--- config.mk ---
export PLATFORM = sky130hd
export DESIGN_NAME = program_loader_flat
export DESIGN_NICKNAME = d
export VERILOG_FILES = /design/src/rtl/program_loader_if.sv /design/src/rtl/program_loader.sv /design/src/flat_wrapper.sv
export SDC_FILE = /design/constraint.sdc
export NUM_CORES = 1
export LEC_CHECK = 0
export CAP_MARGIN = 20
export CORE_ASPECT_RATIO = 1.2
export CORE_MARGIN = 2
export CORE_UTILIZATION = 45
export DETAILED_ROUTE_END_ITERATION = 8
export GPL_TIMING_DRIVEN = 0
export PLACE_DENSITY = 0.6
export REMOVE_ABC_BUFFERS = 1
export SETUP_SLACK_MARGIN = 0.15
export SLEW_MARGIN = 20
export SYNTH_ARGS = -nofsm -noshare
export SYNTH_HDL_FRONTEND = slang
export SYNTH_SLANG_ARGS = --single-unit
--- constraint.sdc ---
create_clock -name oneMHzClock -period 2.7 [get_ports oneMHzClock]
set_clock_uncertainty 0.15 [all_clocks]
set_input_delay 0.27 -clock oneMHzClock [delete_from_list [all_inputs] [get_ports oneMHzClock]]
set_output_delay 0.27 -clock oneMHzClock [all_outputs]
set_load 0.02 [all_outputs]
--- src/rtl/program_loader_if.sv ---
// Operator/CPU-facing signals of the program loader: switch entry, load control,
// the CPU read port and the loader's status outputs.
interface program_loader_if #(
  parameter int ADDR_BITS = 3,
  parameter int STMT_BITS = 10
);
  logic                 load_mode;
  logic                 enter;
  logic [3:0]           data_in;
  logic [ADDR_BITS-1:0] rd_addr;
  logic [STMT_BITS-1:0] rd_stmt;
  logic                 cpu_hold;
  logic [ADDR_BITS-1:0] wr_addr;
  logic [1:0]           phase;
  logic                 full;

  modport master (
    output load_mode, enter, data_in, rd_addr,
    input  rd_stmt, cpu_hold, wr_addr, phase, full
  );

  modport slave (
    input  load_mode, enter, data_in, rd_addr,
    output rd_stmt, cpu_hold, wr_addr, phase, full
  );
endinterface

--- src/rtl/program_loader.sv ---
// Program RAM writer: assembles {opcode[5:0], arg[3:0]} statements from three switch
// nibbles per statement and exposes a combinational read port to the CPU.
module program_loader #(
  parameter int ADDR_BITS = 3,
  parameter int STMT_BITS = 10
) (
  input  logic                 oneMHzClock,
  input  logic                 reset_n,
  program_loader_if.slave      bus
);

  localparam int                   DEPTH = 1 << ADDR_BITS;
  localparam logic [ADDR_BITS-1:0] LAST  = ADDR_BITS'(DEPTH - 1);

  typedef enum logic [1:0] {
    PH_HI  = 2'd0,
    PH_LO  = 2'd1,
    PH_ARG = 2'd2
  } phase_t;

  phase_t                 phase_q, phase_d;
  logic                   enter_q;
  logic                   cpu_hold_q;
  logic [5:0]             partial_q;
  logic [ADDR_BITS-1:0]   wr_addr_q;
  logic                   full_q;
  logic [STMT_BITS-1:0]   ram [DEPTH];

  logic press;
  logic mode_entry;
  logic take_hi;
  logic take_lo;
  logic write_en;

  assign press      = bus.enter & ~enter_q & bus.load_mode;
  // cpu_hold still low while load_mode is high marks the first cycle of a load session.
  assign mode_entry = bus.load_mode & ~cpu_hold_q;

  // NOTE: sequential state uses <= so every flop samples pre-edge values; = here would
  // create order-dependent simulation and mismatch the synthesized netlist.
  always_ff @(posedge oneMHzClock or negedge reset_n) begin
    if (!reset_n) begin
      enter_q    <= 1'b0;
      cpu_hold_q <= 1'b0;
      phase_q    <= PH_HI;
    end else begin
      enter_q    <= bus.enter;
      cpu_hold_q <= bus.load_mode;
      phase_q    <= phase_d;
    end
  end

  // NOTE: every output of this block gets a default first, otherwise paths that skip an
  // assignment infer latches.
  always_comb begin
    phase_d  = phase_q;
    take_hi  = 1'b0;
    take_lo  = 1'b0;
    write_en = 1'b0;
    if (!bus.load_mode || mode_entry) begin
      phase_d = PH_HI;
    end else if (press) begin
      case (phase_q)
        PH_HI:  begin phase_d = PH_LO;  take_hi  = 1'b1; end
        PH_LO:  begin phase_d = PH_ARG; take_lo  = 1'b1; end
        PH_ARG: begin phase_d = PH_HI;  write_en = 1'b1; end
        default: phase_d = PH_HI;
      endcase
    end
  end

  always_ff @(posedge oneMHzClock or negedge reset_n) begin
    if (!reset_n) begin
      partial_q <= '0;
      wr_addr_q <= '0;
      full_q    <= 1'b0;
    end else if (mode_entry) begin
      partial_q <= '0;
      wr_addr_q <= '0;
      full_q    <= 1'b0;
    end else begin
      if (take_hi) partial_q[5:4] <= bus.data_in[1:0];
      if (take_lo) partial_q[3:0] <= bus.data_in;
      if (write_en) begin
        if (wr_addr_q == LAST) full_q <= 1'b1;
        wr_addr_q <= wr_addr_q + 1'b1;
      end
    end
  end

  // NOTE: the RAM is built from resettable flops because reset must clear every word
  // asynchronously; a block-RAM style array without reset could not do that.
  always_ff @(posedge oneMHzClock or negedge reset_n) begin
    if (!reset_n) begin
      for (int i = 0; i < DEPTH; i++) ram[i] <= '0;
    end else if (write_en) begin
      ram[wr_addr_q] <= STMT_BITS'({partial_q, bus.data_in});
    end
  end

  assign bus.rd_stmt  = ram[bus.rd_addr];
  assign bus.cpu_hold = cpu_hold_q;
  assign bus.wr_addr  = wr_addr_q;
  assign bus.phase    = phase_q;
  assign bus.full     = full_q;

endmodule

--- src/flat_wrapper.sv ---
// flat-port wrapper written by rule: the top's interface ports become plain ports
module program_loader_flat 
#(
  parameter int ADDR_BITS = 3,
  parameter int STMT_BITS = 10
)
  (oneMHzClock, reset_n, bus_load_mode, bus_enter, bus_data_in, bus_rd_addr, bus_rd_stmt, bus_cpu_hold, bus_wr_addr, bus_phase, bus_full);
  program_loader_if #(.ADDR_BITS(ADDR_BITS), .STMT_BITS(STMT_BITS)) bus_i ();
  input  logic oneMHzClock;
  input  logic reset_n;
  input wire logic [$bits(bus_i.load_mode)-1:0] bus_load_mode;
  input wire logic [$bits(bus_i.enter)-1:0] bus_enter;
  input wire logic [$bits(bus_i.data_in)-1:0] bus_data_in;
  input wire logic [$bits(bus_i.rd_addr)-1:0] bus_rd_addr;
  output wire logic [$bits(bus_i.rd_stmt)-1:0] bus_rd_stmt;
  output wire logic [$bits(bus_i.cpu_hold)-1:0] bus_cpu_hold;
  output wire logic [$bits(bus_i.wr_addr)-1:0] bus_wr_addr;
  output wire logic [$bits(bus_i.phase)-1:0] bus_phase;
  output wire logic [$bits(bus_i.full)-1:0] bus_full;
  assign bus_i.load_mode = bus_load_mode;
  assign bus_i.enter = bus_enter;
  assign bus_i.data_in = bus_data_in;
  assign bus_i.rd_addr = bus_rd_addr;
  assign bus_rd_stmt = bus_i.rd_stmt;
  assign bus_cpu_hold = bus_i.cpu_hold;
  assign bus_wr_addr = bus_i.wr_addr;
  assign bus_phase = bus_i.phase;
  assign bus_full = bus_i.full;
  program_loader #(.ADDR_BITS(ADDR_BITS), .STMT_BITS(STMT_BITS)) u_core (.oneMHzClock(oneMHzClock), .reset_n(reset_n), .bus(bus_i));
endmodule
==> results of run 1 <==
## worst register-to-register path, cell delays in order, from the launching register on
cell and delay [ps]:
sky130_fd_sc_hd__dfrtp_1 440, sky130_fd_sc_hd__or3b_4 540, sky130_fd_sc_hd__nor3_2 580, sky130_fd_sc_hd__buf_6 230, sky130_fd_sc_hd__mux2_2 340
## per-stage QoR
| stage | cells | area [sq um] |
|---|---|---|
| global placement | 412 | 4700 |
| CTS | 433 | 5030 |
| detailed placement | 415 | 4750 |
| floorplan | 262 | 4270 |
| global route | 439 | 5150 |
| finish | 439 | 5150 |
## state kept, by name, summed over array words and instances, names as in the netlist
register             cells
u_core.bus.cpu_hold      1
u_core.bus.full          1
u_core.bus.phase         2
u_core.bus.wr_addr       3
u_core.enter_q           1
u_core.partial_q         6
u_core.ram              80
## what timing repair did
item                       4_1_cts  5_1_grt
cloned                           0        0
setup endpoints to repair       70       66
setup buffers                    2        6
hold endpoints to repair        42        0
pin swaps                        0        2
gates resized for setup          3        3
hold buffers                     1        0
## final cells by class
class	count	area share, %
clock buffers	14	4.74
well taps	123	2.99
flip-flops and latches	94	45.7
inverters	1	0.0729
multi-input cells	167	37.8
repair buffers	39	8.57
clock inverters	1	0.146
## power groups by stage
stage | Sequential [mW] | Clock [mW] | Combinational, mW
6_report | 1.43 | 1.10 | 0.126
3_3_place_gp | 1.46 | 0 | 0.119
5_1_grt | 1.44 | 1.21 | 0.140
4_1_cts | 1.43 | 1.14 | 0.128
2_1_floorplan | 1.46 | 0 | 0.0343
3_5_place_dp | 1.46 | 0 | 0.126
## worst min-delay path by stage
stage	to	slack, ps	cells past startpoint
floorplan	u_core.bus.cpu_hold	-180	0
global placement	u_core.ram[14]	330	1
detailed placement	u_core.ram[72]	70	1
CTS	u_core.ram[72]	290	2
global route	u_core.ram[72]	310	2
finish	u_core.ram[72]	280	2
## per-layer routing
| metal | global-route usage [%] | up-vias |
|---|---|---|
| met5 | 0 | - |
| met4 | 5.22 | 0 |
| met3 | 3.52 | 6 |
| met2 | 27.9 | 29 |
| met1 | 27.1 | 1273 |
| li1 | - | 1110 |
## kinds of logic (layout without fill, tap and decap cells)
group                    count (synthesis)  count (layout)  share of synthesized area (%)
multiplexers                           113             113                           35.3
flip-flops                              94              94                           54.2
AND/OR/NAND/NOR                         39              39                           6.49
buffers and inverters                   14              55                           1.67
AO/OA/AOI/OAI                           13              13                           1.73
adder cells (fa/ha/maj)                  2               2                          0.576
## cells in the final DEF (no fill, tap or decap), drive strengths merged
cell / count
nand2: 4
or2b: 1
or4bb: 1
ha: 2
dfrtp: 94
inv: 1
mux2i: 1
clkinvlp: 1
o211ai: 2
mux2: 92
nand2b: 5
nand3: 5
nand4: 3
nor2: 3
nand4b: 1
and4bb: 1
dlygate4sd3: 1
o21ai: 4
nor4: 1
a21oi: 6
nor2b: 3
buf: 14
dlygate4sd2: 1
clkdlybuf4s50: 23
or4: 1
nor3: 7
or3b: 1
mux4: 20
nor4b: 1
o21ba: 1
and2: 1
clkbuf: 14
==> run_summary.xml, run 1 <==
<?xml version="1.0" encoding="UTF-8"?>
<metrics>
  <group name="status">
    <metric name="outcome" unit="">finished clean</metric>
  </group>
  <group name="cells_and_area">
    <metric name="num-nets-final" unit="">325</metric>
    <metric name="multi_input_area" unit="sq um">1950</metric>
    <metric name="num-fill-cells" unit="">825</metric>
    <metric name="ff_latch_area" unit="sq um">2350</metric>
    <metric name="layout-drive-gt1-share" unit="%">46.5</metric>
    <metric name="area_growth_syn_to_layout" unit="%">18.7</metric>
    <metric name="finish.utilization" unit="%">54.4</metric>
    <metric name="insertedDiodeCount" unit="">0</metric>
  </group>
  <group name="logic_synthesis">
    <metric name="post-synth-top-count-cell" unit="">sky130_fd_sc_hd__dfrtp_1</metric>
    <metric name="area_fraction_of_the_dominant_cell_type_after_synthesis" unit="%">54.2</metric>
    <metric name="synth.ff_latch_count" unit="">94</metric>
    <metric name="synthDominantAreaCellType" unit="">sky130_fd_sc_hd__dfrtp_1</metric>
    <metric name="synth.avg_cell_area" unit="sq um">15.8</metric>
    <metric name="synth_cell_type_count" unit="">32</metric>
    <metric name="summed_instance_area_of_the_synthesized_netlist" unit="sq um">4340</metric>
    <metric name="syn-instance-count" unit="">275</metric>
    <metric name="number_of_synthesized_flops_with_an_enable_pin" unit="">0</metric>
    <metric name="yosys_warnings" unit="">0</metric>
    <metric name="synth_flop_cell" unit="">sky130_fd_sc_hd__dfrtp_1</metric>
    <metric name="asyncSetResetFlopFracSynth" unit="%">100</metric>
    <metric name="synth.yosys.seq_area_share" unit="%">54.2</metric>
    <metric name="synth.top_cells.by_area" unit="">sky130_fd_sc_hd__dfrtp_1 (54%), sky130_fd_sc_hd__mux2_2 (21%), sky130_fd_sc_hd__mux4_2 (10%), sky130_fd_sc_hd__mux2_4 (3.5%), sky130_fd_sc_hd__nor3_2 (1.4%)</metric>
    <metric name="ys_top_cells_by_count" unit="">sky130_fd_sc_hd__dfrtp_1 (94), sky130_fd_sc_hd__mux2_2 (82), sky130_fd_sc_hd__mux4_2 (20)</metric>
  </group>
  <group name="sta">
    <metric name="final.min_clock_period" unit="ps">2460</metric>
    <metric name="fmaxAchievable" unit="MHz">406</metric>
    <metric name="setup_repair_after_global_routing_missed_its_margin" unit="">no</metric>
    <metric name="layout_worst_path_cycle_share" unit="%">91.3</metric>
    <metric name="final-setup-viol-count" unit="">0</metric>
    <metric name="finalHoldViolCount" unit="">0</metric>
    <metric name="worst_hold_slack" unit="ps">281</metric>
    <metric name="timing.final.ws_setup" unit="ps">236</metric>
    <metric name="worst-slew-pin-transition" unit="ps">850</metric>
    <metric name="fin_setup_tns" unit="ps">0</metric>
    <metric name="timing_max_transition_violations_final" unit="">0</metric>
    <metric name="relSlewSlack" unit="%">42.5</metric>
  </group>
  <group name="floorplan">
    <metric name="floorplan.die.width" unit="um">93.7</metric>
    <metric name="design.core.area" unit="sq um">9470</metric>
    <metric name="start_util" unit="%">45.8</metric>
    <metric name="fp.dieArea" unit="sq um">10500</metric>
    <metric name="top_level_ports" unit="">28</metric>
    <metric name="fp.dieH" unit="um">112</metric>
    <metric name="rows" unit="">39</metric>
  </group>
  <group name="global_route">
    <metric name="grt_overflow" unit="">0</metric>
    <metric name="global_route.usage.total" unit="%">18.3</metric>
    <metric name="pin_count_of_the_biggest_net_entering_global_routing" unit="">53</metric>
    <metric name="grt_pass1_wl" unit="um">14300</metric>
    <metric name="vias_in_the_first_global_route" unit="">2495</metric>
    <metric name="grt_antenna_before_repair" unit="">0</metric>
  </group>
  <group name="clocking">
    <metric name="ctsLongestPathBuffers" unit="">2</metric>
    <metric name="clkSlewWorstSetupHoldPaths" unit="ps">60</metric>
    <metric name="tritoncts_num_sinks" unit="">94</metric>
    <metric name="tritoncts.num_buffers" unit="">9</metric>
    <metric name="clk-insertion-delay-late" unit="ps">330</metric>
    <metric name="cts-root-buf" unit="">sky130_fd_sc_hd__clkbuf_16</metric>
    <metric name="cts_tree" unit="">built</metric>
    <metric name="htree_num_levels" unit="">3</metric>
  </group>
  <group name="setup_path">
    <metric name="critical_path_class" unit="">input pin to register</metric>
    <metric name="crit_chain" unit="">clkdlybuf4s50_1 -&gt; or3b_4 -&gt; nor3_2 -&gt; buf_6 -&gt; mux2_2</metric>
    <metric name="cp_slowest_stage_delay" unit="ps">580</metric>
    <metric name="crit_cells" unit="">5</metric>
    <metric name="critical_register_to_register_path_endpoint" unit="">u_core.ram[52]</metric>
    <metric name="cell_class_contributing_the_biggest_share_of_worst_path_delay" unit="">simple AND/OR/NAND/NOR gates</metric>
    <metric name="timing.critical_path.required" unit="ps">2760</metric>
    <metric name="reg2reg_from" unit="">u_core.bus.phase[0]</metric>
    <metric name="worstSetupStartpoint" unit="">bus_enter</metric>
    <metric name="critPathLaunchType" unit="">input pin</metric>
    <metric name="timing.reg2reg.setup_slack" unit="ps">300</metric>
    <metric name="capturing_instance_or_port_of_the_critical_path" unit="">u_core.ram[52]</metric>
    <metric name="path_buf_inv" unit="">2</metric>
    <metric name="timing.critical_path.slowest_stage_cell" unit="">sky130_fd_sc_hd__nor3_2</metric>
    <metric name="timing.critical_path.to_type" unit="">register</metric>
    <metric name="worst_ep_arrival_time" unit="ps">2530</metric>
    <metric name="crit_path_max_fanout" unit="">10</metric>
    <metric name="reg2reg_depth" unit="">4</metric>
  </group>
  <group name="power">
    <metric name="total_power" unit="mW">2.66</metric>
    <metric name="power_per_cell_area" unit="nW/um^2">517</metric>
    <metric name="internal-power" unit="mW">2.08</metric>
    <metric name="static-leakage-power" unit="nW">2.43</metric>
    <metric name="switching_share" unit="%">21.7</metric>
    <metric name="power_frac_seq" unit="%">53.8</metric>
    <metric name="p_sw" unit="mW">0.579</metric>
    <metric name="vdd.ir_drop.worst" unit="mV">0.272</metric>
    <metric name="share_clk_of_total_power" unit="%">41.4</metric>
    <metric name="combPwrFrac" unit="%">4.7</metric>
  </group>
  <group name="placed_design">
    <metric name="placement.setup.worst_slack" unit="ps">-488</metric>
    <metric name="gp_congestion" unit="">0.753</metric>
    <metric name="io_buffer_count" unit="">27</metric>
    <metric name="dpl.hpwl" unit="um">5350</metric>
  </group>
  <group name="hold_path">
    <metric name="timing.hold.worst.class" unit="">input pin to async pin</metric>
  </group>
  <group name="route">
    <metric name="post_drt_antenna_nets" unit="">0</metric>
    <metric name="met2WireLength" unit="um">4310</metric>
    <metric name="top_signal_layer_used" unit="">met4</metric>
    <metric name="vias" unit="">2418</metric>
    <metric name="detail_route.wl_per_cell" unit="um">20.0</metric>
    <metric name="detailed_routed_wire_length_on_met3" unit="um">203</metric>
    <metric name="detailedRoute.firstIterationViolations" unit="">96</metric>
    <metric name="number_of_search_and_repair_iterations_in_the_first_detailed_routing_pass" unit="">4</metric>
    <metric name="totalWireLength" unit="um">8770</metric>
    <metric name="m1WireLength" unit="um">4160</metric>
    <metric name="drt-vias-per-instance" unit="">5.51</metric>
    <metric name="drc" unit="">0</metric>
  </group>
  <group name="job">
    <metric name="max_cap_violations" unit="">0</metric>
  </group>
</metrics>
Note: power is estimated with default switching activity, not from simulation.
==> run 2, diff against run 1 <==
--- a/config.mk
+++ b/config.mk
@@ -8,13 +8,14 @@
 export CAP_MARGIN = 20
 export CORE_ASPECT_RATIO = 1.2
 export CORE_MARGIN = 2
-export CORE_UTILIZATION = 45
+export CORE_UTILIZATION = 55
 export DETAILED_ROUTE_END_ITERATION = 8
 export GPL_TIMING_DRIVEN = 0
-export PLACE_DENSITY = 0.6
+export PLACE_DENSITY = 0.72
+export RECOVER_POWER = 100
 export REMOVE_ABC_BUFFERS = 1
 export SETUP_SLACK_MARGIN = 0.15
-export SLEW_MARGIN = 20
+export SLEW_MARGIN = 25
 export SYNTH_ARGS = -nofsm -noshare
 export SYNTH_HDL_FRONTEND = slang
 export SYNTH_SLANG_ARGS = --single-unit
==> run 2 against run 1 <==
Setup slack worse by 140 ps. Combinational power is 4% lower. Maximum frequency is 5.2% lower. Routed wire length is 0.35% lower. Hold slack better by 59 ps. Register-to-register slack worse by 160 ps.
==> run_summary.xml, run 2 (synthesis gave the netlist of run 1 again) <==
<?xml version="1.0" encoding="UTF-8"?>
<metrics>
  <group name="cells_and_area">
    <metric name="finish.utilization" unit="%">63.3</metric>
    <metric name="layout-drive-gt1-share" unit="%">39.7</metric>
    <metric name="max_flop_register" unit="">u_core.ram</metric>
    <metric name="largest_register_ff_count" unit="">80</metric>
    <metric name="num-nets-final" unit="">322</metric>
    <metric name="mostFrequentLayoutCell" unit="">sky130_fd_sc_hd__dfrtp_1</metric>
    <metric name="most-common-layout-cells" unit="">sky130_fd_sc_hd__dfrtp_1 (94), sky130_fd_sc_hd__mux2_2 (81), sky130_fd_sc_hd__mux4_2 (20)</metric>
    <metric name="final-instance-count-excl-fill" unit="">404</metric>
    <metric name="insertedDiodeCount" unit="">0</metric>
    <metric name="area_growth_syn_to_layout" unit="%">11.8</metric>
  </group>
  <group name="clocking">
    <metric name="tritoncts_num_sinks" unit="">94</metric>
    <metric name="clkSlewWorstSetupHoldPaths" unit="ps">80</metric>
    <metric name="ctsLongestPathBuffers" unit="">2</metric>
    <metric name="clk-insertion-delay-late" unit="ps">360</metric>
    <metric name="htree_num_levels" unit="">3</metric>
    <metric name="tritoncts.num_buffers" unit="">9</metric>
    <metric name="cts_tree" unit="">built</metric>
    <metric name="cts-root-buf" unit="">sky130_fd_sc_hd__clkbuf_8</metric>
  </group>
  <group name="power">
    <metric name="internal-power" unit="mW">1.88</metric>
    <metric name="share_clk_of_total_power" unit="%">36.1</metric>
    <metric name="switching_share" unit="%">22.8</metric>
    <metric name="p_sw" unit="mW">0.555</metric>
    <metric name="vdd.ir_drop.worst" unit="mV">0.393</metric>
    <metric name="power_per_cell_area" unit="nW/um^2">501</metric>
    <metric name="total_power" unit="mW">2.43</metric>
    <metric name="power_frac_seq" unit="%">58.9</metric>
    <metric name="combPwrFrac" unit="%">5.0</metric>
    <metric name="static-leakage-power" unit="nW">2.32</metric>
  </group>
  <group name="setup_path">
    <metric name="critical_path_class" unit="">input pin to register</metric>
    <metric name="critPathLaunchType" unit="">input pin</metric>
    <metric name="crit_path_max_fanout" unit="">10</metric>
    <metric name="timing.critical_path.slowest_stage_cell" unit="">sky130_fd_sc_hd__clkbuf_1</metric>
    <metric name="crit_chain" unit="">clkdlybuf4s50_1 -&gt; or3b_4 -&gt; nor3_1 -&gt; clkbuf_1 -&gt; mux2_2</metric>
    <metric name="cp_slowest_stage_delay" unit="ps">700</metric>
    <metric name="worst_ep_arrival_time" unit="ps">2690</metric>
    <metric name="reg2reg_depth" unit="">4</metric>
    <metric name="timing.critical_path.to_type" unit="">register</metric>
    <metric name="timing.critical_path.required" unit="ps">2790</metric>
  </group>
  <group name="global_route">
    <metric name="grt_pass1_wl" unit="um">14700</metric>
    <metric name="vias_in_the_first_global_route" unit="">2691</metric>
    <metric name="global_route.usage.total" unit="%">22.9</metric>
    <metric name="grt_antenna_before_repair" unit="">0</metric>
    <metric name="grt_overflow" unit="">0</metric>
    <metric name="pin_count_of_the_biggest_net_entering_global_routing" unit="">76</metric>
  </group>
  <group name="sta">
    <metric name="final-setup-viol-count" unit="">0</metric>
    <metric name="layout_worst_path_cycle_share" unit="%">96.3</metric>
    <metric name="finalHoldViolCount" unit="">0</metric>
    <metric name="fin_setup_tns" unit="ps">0</metric>
    <metric name="worst-slew-pin-transition" unit="ps">1190</metric>
    <metric name="final.min_clock_period" unit="ps">2600</metric>
    <metric name="fmaxAchievable" unit="MHz">385</metric>
    <metric name="setup_repair_after_global_routing_missed_its_margin" unit="">yes</metric>
    <metric name="relSlewSlack" unit="%">20.4</metric>
    <metric name="timing_max_transition_violations_final" unit="">0</metric>
  </group>
  <group name="route">
    <metric name="drt-vias-per-instance" unit="">6.13</metric>
    <metric name="drc" unit="">0</metric>
    <metric name="post_drt_antenna_nets" unit="">0</metric>
    <metric name="detailedRoute.firstIterationViolations" unit="">107</metric>
    <metric name="detail_route.wl_per_cell" unit="um">21.6</metric>
    <metric name="vias" unit="">2475</metric>
    <metric name="totalWireLength" unit="um">8740</metric>
    <metric name="number_of_search_and_repair_iterations_in_the_first_detailed_routing_pass" unit="">4</metric>
  </group>
  <group name="floorplan">
    <metric name="design.core.area" unit="sq um">7660</metric>
    <metric name="floorplan.die.width" unit="um">85.1</metric>
    <metric name="fp.dieH" unit="um">101</metric>
    <metric name="top_level_ports" unit="">28</metric>
    <metric name="fp.dieArea" unit="sq um">8620</metric>
    <metric name="start_util" unit="%">56.6</metric>
    <metric name="rows" unit="">35</metric>
  </group>
  <group name="placed_design">
    <metric name="place_inst" unit="">383</metric>
    <metric name="gp_congestion" unit="">0.771</metric>
    <metric name="io_buffer_count" unit="">27</metric>
    <metric name="dpl.hpwl" unit="um">5520</metric>
  </group>
  <group name="status">
    <metric name="outcome" unit="">finished clean</metric>
  </group>
  <group name="hold_path">
    <metric name="min_path_cells" unit="">1</metric>
    <metric name="timing.hold.worst.class" unit="">register to register</metric>
  </group>
  <group name="job">
    <metric name="max_cap_violations" unit="">0</metric>
  </group>
</metrics>
[run 2: path summary, 6_finish.rpt]
kind                                           from             endpoint  slack [ps]
worst max-delay path                      bus_enter       u_core.ram[23]         100
worst min-delay path                 u_core.ram[78]       u_core.ram[78]         340
worst max register to register  u_core.bus.phase[0]       u_core.ram[23]         140
worst min register to register       u_core.ram[78]       u_core.ram[78]         340
max in group asynchronous                   reset_n  u_core.bus.phase[0]         940
min in group asynchronous                   reset_n       u_core.ram[13]         540
[run 2: cell type report]
class / instances / area (sq um)
clock inverters: 4 / 50.0
multi-input cells: 167 / 1860
flip-flops and latches: 94 / 2350
repair buffers: 36 / 349
fillers: 606 / 2810
well taps: 92 / 115
clock buffers: 10 / 128
inverters: 1 / 3.75
[run 2: per-stage QoR]
stage / cell area [sq um] / setup slack (ps) / hold WS (ps)
floorplan: 4270 / 402 / -176
global placement: 4660 / -2240 / 334
detailed placement: 4730 / -491 / -21.0
CTS: 4980 / 72.7 / 166
global route: 4850 / 26.9 / 353
finish: 4850 / 100 / 340
[run 2: per-layer routing]
layer  vias to the layer above  part of all wire [%]  global-route usage [%]
met5                         -                     0                       0
met4                         0                   2.0                    8.79
met3                        15                   2.7                    2.85
met2                        44                    49                    37.3
met1                      1319                    46                    32.1
li1                       1097                     -                       -
[run 2: power groups by stage]
stage	Sequential [mW]	Clock [mW]	Combinational (mW)
floorplan	1.46	0	0.0343
global placement	1.46	0	0.115
detailed placement	1.46	0	0.128
CTS	1.43	0.900	0.129
global route	1.43	0.965	0.135
finish	1.43	0.878	0.121
[run 2: repair_timing]
action | CTS | global route
cloned | 0 | 0
hold endpoints to repair | 94 | 0
buffers inserted | 5 | 1
hold buffers | 1 | 0
setup endpoints to repair | 56 | 34
resized for setup | 6 | 2
pin swaps | 1 | 1
[run 2: critical path, delay by kind of cell]
family / cells / cell delay [ps]
buf+inv: 2 / 1270
mux: 1 / 410
simple gates: 2 / 730
==> run 3, diff against run 2 <==
--- a/config.mk
+++ b/config.mk
@@ -8,10 +8,10 @@
 export CAP_MARGIN = 20
 export CORE_ASPECT_RATIO = 1.2
 export CORE_MARGIN = 2
-export CORE_UTILIZATION = 55
+export CORE_UTILIZATION = 45
 export DETAILED_ROUTE_END_ITERATION = 8
 export GPL_TIMING_DRIVEN = 0
-export PLACE_DENSITY = 0.72
+export PLACE_DENSITY = 0.6
 export RECOVER_POWER = 100
 export REMOVE_ABC_BUFFERS = 1
 export SETUP_SLACK_MARGIN = 0.15
==> constraint.sdc (replaced) <==
create_clock -name oneMHzClock -period 2.6 [get_ports oneMHzClock]
set_clock_uncertainty 0.15 [all_clocks]
set_input_delay 0.26 -clock oneMHzClock [delete_from_list [all_inputs] [get_ports oneMHzClock]]
set_output_delay 0.26 -clock oneMHzClock [all_outputs]
set_load 0.02 [all_outputs]
==> run 3 against run 2 <==
Via count is 2.1% lower. Hold slack improved by 4.2 ps. Clock-buffer cell count is 4 higher. Final cell count is 9.9% higher. Die area is 21% higher. Critical path type unchanged. Flip-flop and latch count did not move. Highest routed layer unchanged. First-iteration DRC count is 42% lower. Non-clock buffer count grew 8. Combinational power is essentially flat.
==> run_summary.xml, run 3 (synthesis gave the netlist of run 1 again) <==
<?xml version="1.0" encoding="UTF-8"?>
<metrics>
  <group name="route">
    <metric name="number_of_search_and_repair_iterations_in_the_first_detailed_routing_pass" unit="">4</metric>
    <metric name="drt-vias-per-instance" unit="">5.46</metric>
    <metric name="detailedRoute.firstIterationViolations" unit="">62</metric>
    <metric name="post_drt_antenna_nets" unit="">0</metric>
    <metric name="vias" unit="">2424</metric>
    <metric name="drc" unit="">0</metric>
    <metric name="totalWireLength" unit="um">8740</metric>
    <metric name="detail_route.wl_per_cell" unit="um">19.7</metric>
  </group>
  <group name="setup_path">
    <metric name="timing.critical_path.slowest_stage_cell" unit="">sky130_fd_sc_hd__dlygate4sd3_1</metric>
    <metric name="cp_slowest_stage_delay" unit="ps">630</metric>
    <metric name="critical_path_class" unit="">input pin to register</metric>
    <metric name="worstSetupStartpoint" unit="">bus_enter</metric>
    <metric name="reg2reg_from" unit="">u_core.bus.phase[0]</metric>
    <metric name="critPathLaunchType" unit="">input pin</metric>
    <metric name="crit_chain" unit="">dlygate4sd3_1 -&gt; or3b_4 -&gt; nor3_1 -&gt; clkbuf_1 -&gt; mux2_2</metric>
    <metric name="crit_path_max_fanout" unit="">10</metric>
    <metric name="timing.critical_path.to_type" unit="">register</metric>
    <metric name="path_buf_inv" unit="">2</metric>
    <metric name="timing.critical_path.required" unit="ps">2670</metric>
    <metric name="worst_ep_arrival_time" unit="ps">2480</metric>
    <metric name="cell_class_contributing_the_biggest_share_of_worst_path_delay" unit="">buffers and inverters</metric>
  </group>
  <group name="cells_and_area">
    <metric name="area_growth_syn_to_layout" unit="%">15.5</metric>
    <metric name="largest_register_ff_count" unit="">80</metric>
    <metric name="most-common-layout-cells" unit="">sky130_fd_sc_hd__dfrtp_1 (94), sky130_fd_sc_hd__mux2_2 (82), sky130_fd_sc_hd__mux4_2 (20)</metric>
    <metric name="max_flop_register" unit="">u_core.ram</metric>
    <metric name="mostFrequentLayoutCell" unit="">sky130_fd_sc_hd__dfrtp_1</metric>
    <metric name="final-instance-count-excl-fill" unit="">444</metric>
    <metric name="layout-drive-gt1-share" unit="%">39.3</metric>
    <metric name="insertedDiodeCount" unit="">0</metric>
    <metric name="ff_latch_area" unit="sq um">2350</metric>
    <metric name="num-nets-final" unit="">330</metric>
    <metric name="num-fill-cells" unit="">850</metric>
    <metric name="multi_input_area" unit="sq um">1860</metric>
  </group>
  <group name="power">
    <metric name="vdd.ir_drop.worst" unit="mV">0.308</metric>
    <metric name="combPwrFrac" unit="%">4.3</metric>
    <metric name="internal-power" unit="mW">2.28</metric>
    <metric name="share_clk_of_total_power" unit="%">44.0</metric>
    <metric name="p_sw" unit="mW">0.598</metric>
    <metric name="static-leakage-power" unit="nW">2.37</metric>
    <metric name="power_per_cell_area" unit="nW/um^2">575</metric>
    <metric name="power_frac_seq" unit="%">51.7</metric>
    <metric name="switching_share" unit="%">20.8</metric>
  </group>
  <group name="floorplan">
    <metric name="rows" unit="">39</metric>
    <metric name="top_level_ports" unit="">28</metric>
    <metric name="design.core.area" unit="sq um">9470</metric>
    <metric name="fp.dieArea" unit="sq um">10500</metric>
    <metric name="fp.dieH" unit="um">112</metric>
    <metric name="start_util" unit="%">45.8</metric>
    <metric name="floorplan.die.width" unit="um">93.7</metric>
  </group>
  <group name="sta">
    <metric name="final-setup-viol-count" unit="">0</metric>
    <metric name="layout_worst_path_cycle_share" unit="%">93.0</metric>
    <metric name="setup_repair_after_global_routing_missed_its_margin" unit="">no</metric>
    <metric name="worst-slew-pin-transition" unit="ps">1140</metric>
    <metric name="timing.final.ws_setup" unit="ps">182</metric>
    <metric name="relSlewSlack" unit="%">23.7</metric>
    <metric name="fmaxAchievable" unit="MHz">414</metric>
    <metric name="timing_max_transition_violations_final" unit="">0</metric>
    <metric name="finalHoldViolCount" unit="">0</metric>
    <metric name="final.min_clock_period" unit="ps">2420</metric>
  </group>
  <group name="clocking">
    <metric name="tritoncts_num_sinks" unit="">94</metric>
    <metric name="tritoncts.num_buffers" unit="">9</metric>
    <metric name="htree_num_levels" unit="">3</metric>
    <metric name="clk-insertion-delay-late" unit="ps">330</metric>
    <metric name="clkSlewWorstSetupHoldPaths" unit="ps">60</metric>
    <metric name="ctsLongestPathBuffers" unit="">2</metric>
    <metric name="cts_tree" unit="">built</metric>
    <metric name="cts-root-buf" unit="">sky130_fd_sc_hd__clkbuf_16</metric>
  </group>
  <group name="hold_path">
    <metric name="timing.hold.worst.class" unit="">register to register</metric>
    <metric name="worstHoldStart" unit="">u_core.ram[73]</metric>
  </group>
  <group name="status">
    <metric name="outcome" unit="">finished clean</metric>
  </group>
  <group name="placed_design">
    <metric name="dpl.hpwl" unit="um">5340</metric>
    <metric name="placement.setup.worst_slack" unit="ps">-576</metric>
    <metric name="io_buffer_count" unit="">27</metric>
    <metric name="place_inst" unit="">414</metric>
    <metric name="gp_congestion" unit="">0.753</metric>
  </group>
  <group name="job">
    <metric name="max_cap_violations" unit="">0</metric>
  </group>
  <group name="global_route">
    <metric name="pin_count_of_the_biggest_net_entering_global_routing" unit="">53</metric>
    <metric name="grt_pass1_wl" unit="um">14400</metric>
    <metric name="grt_overflow" unit="">0</metric>
    <metric name="grt_antenna_before_repair" unit="">0</metric>
    <metric name="vias_in_the_first_global_route" unit="">2598</metric>
    <metric name="global_route.usage.total" unit="%">18.5</metric>
  </group>
</metrics>
==> run 3: cell count changes in the layout (fill, tap and decap cells not counted), sizes merged <==
cell           change
clkinvlp           -2
clkbuf            +15
buf                +1
clkdlybuf4s50      -2
dlygate4sd3        -2
clkinv             -1
==> run 3: what timing repair did <==
item | in CTS | in global routing
cloned | 0 | 0
hold endpoints to repair | 42 | 0
pin swaps | 5 | 0
setup buffers | 14 | 0
setup endpoints to repair | 90 | 4
gates resized for setup | 6 | 4
hold buffers | 1 | 0
==> run 3: power by group through the flow <==
stage | sequential, mW | clock (mW) | combinational [mW]
5_1_grt | 1.49 | 1.38 | 0.139
4_1_cts | 1.49 | 1.31 | 0.135
6_report | 1.49 | 1.27 | 0.124
3_5_place_dp | 1.52 | 0 | 0.131
3_3_place_gp | 1.52 | 0 | 0.124
2_1_floorplan | 1.51 | 0 | 0.0356
==> run 3: path summary, 6_finish.rpt <==
path                                       end  cells past startpoint  slack (ps)
worst max-delay path            u_core.ram[51]                      5         180
worst max register to register  u_core.ram[51]                      4         300
min in group asynchronous       u_core.ram[72]                      2         540
worst min register to register  u_core.ram[73]                      1         340
max in group asynchronous       u_core.ram[29]                      3         950
worst min-delay path            u_core.ram[73]                      1         340
==> run 3: cell type report <==
cell class | instances | area share, %
flip-flops and latches | 94 | 46.9
clock inverters | 1 | 0.599
repair buffers | 44 | 7.09
multi-input cells | 167 | 37.2
well taps | 123 | 3.07
inverters | 1 | 0.0749
clock buffers | 14 | 5.07
==> run 3: worst reg2reg max path: cells and delay by family, from the launching register on <==
family | cells | cell delay, ps
simple gates | 2 | 750
buf+inv | 1 | 460
flops | 1 | 430
mux | 1 | 390
==> run 3: routing by layer <==
metal	global-route usage, %	share of wire (%)	vias up
met1	27.1	47	1258
met3	3.32	2.3	15
met4	7.15	2.3	0
met5	0	0	-
met2	27.6	48	33
li1	-	-	1118
==> run 3: metrics by stage <==
step | setup TNS, ps | util [%] | hold slack, ps | instance area [sq um] | power [mW]
finish | 0 | 52.9 | 344 | 5010 | 2.88
global route | 0 | 52.9 | 370 | 5010 | 3.00
CTS | 0 | 54.7 | 276 | 5170 | 2.93
detailed placement | -30130 | 50.3 | 60.1 | 4760 | 1.65
global placement | -282780 | 49.6 | 334 | 4700 | 1.64
floorplan | 0 | - | -186 | 4270 | 1.55
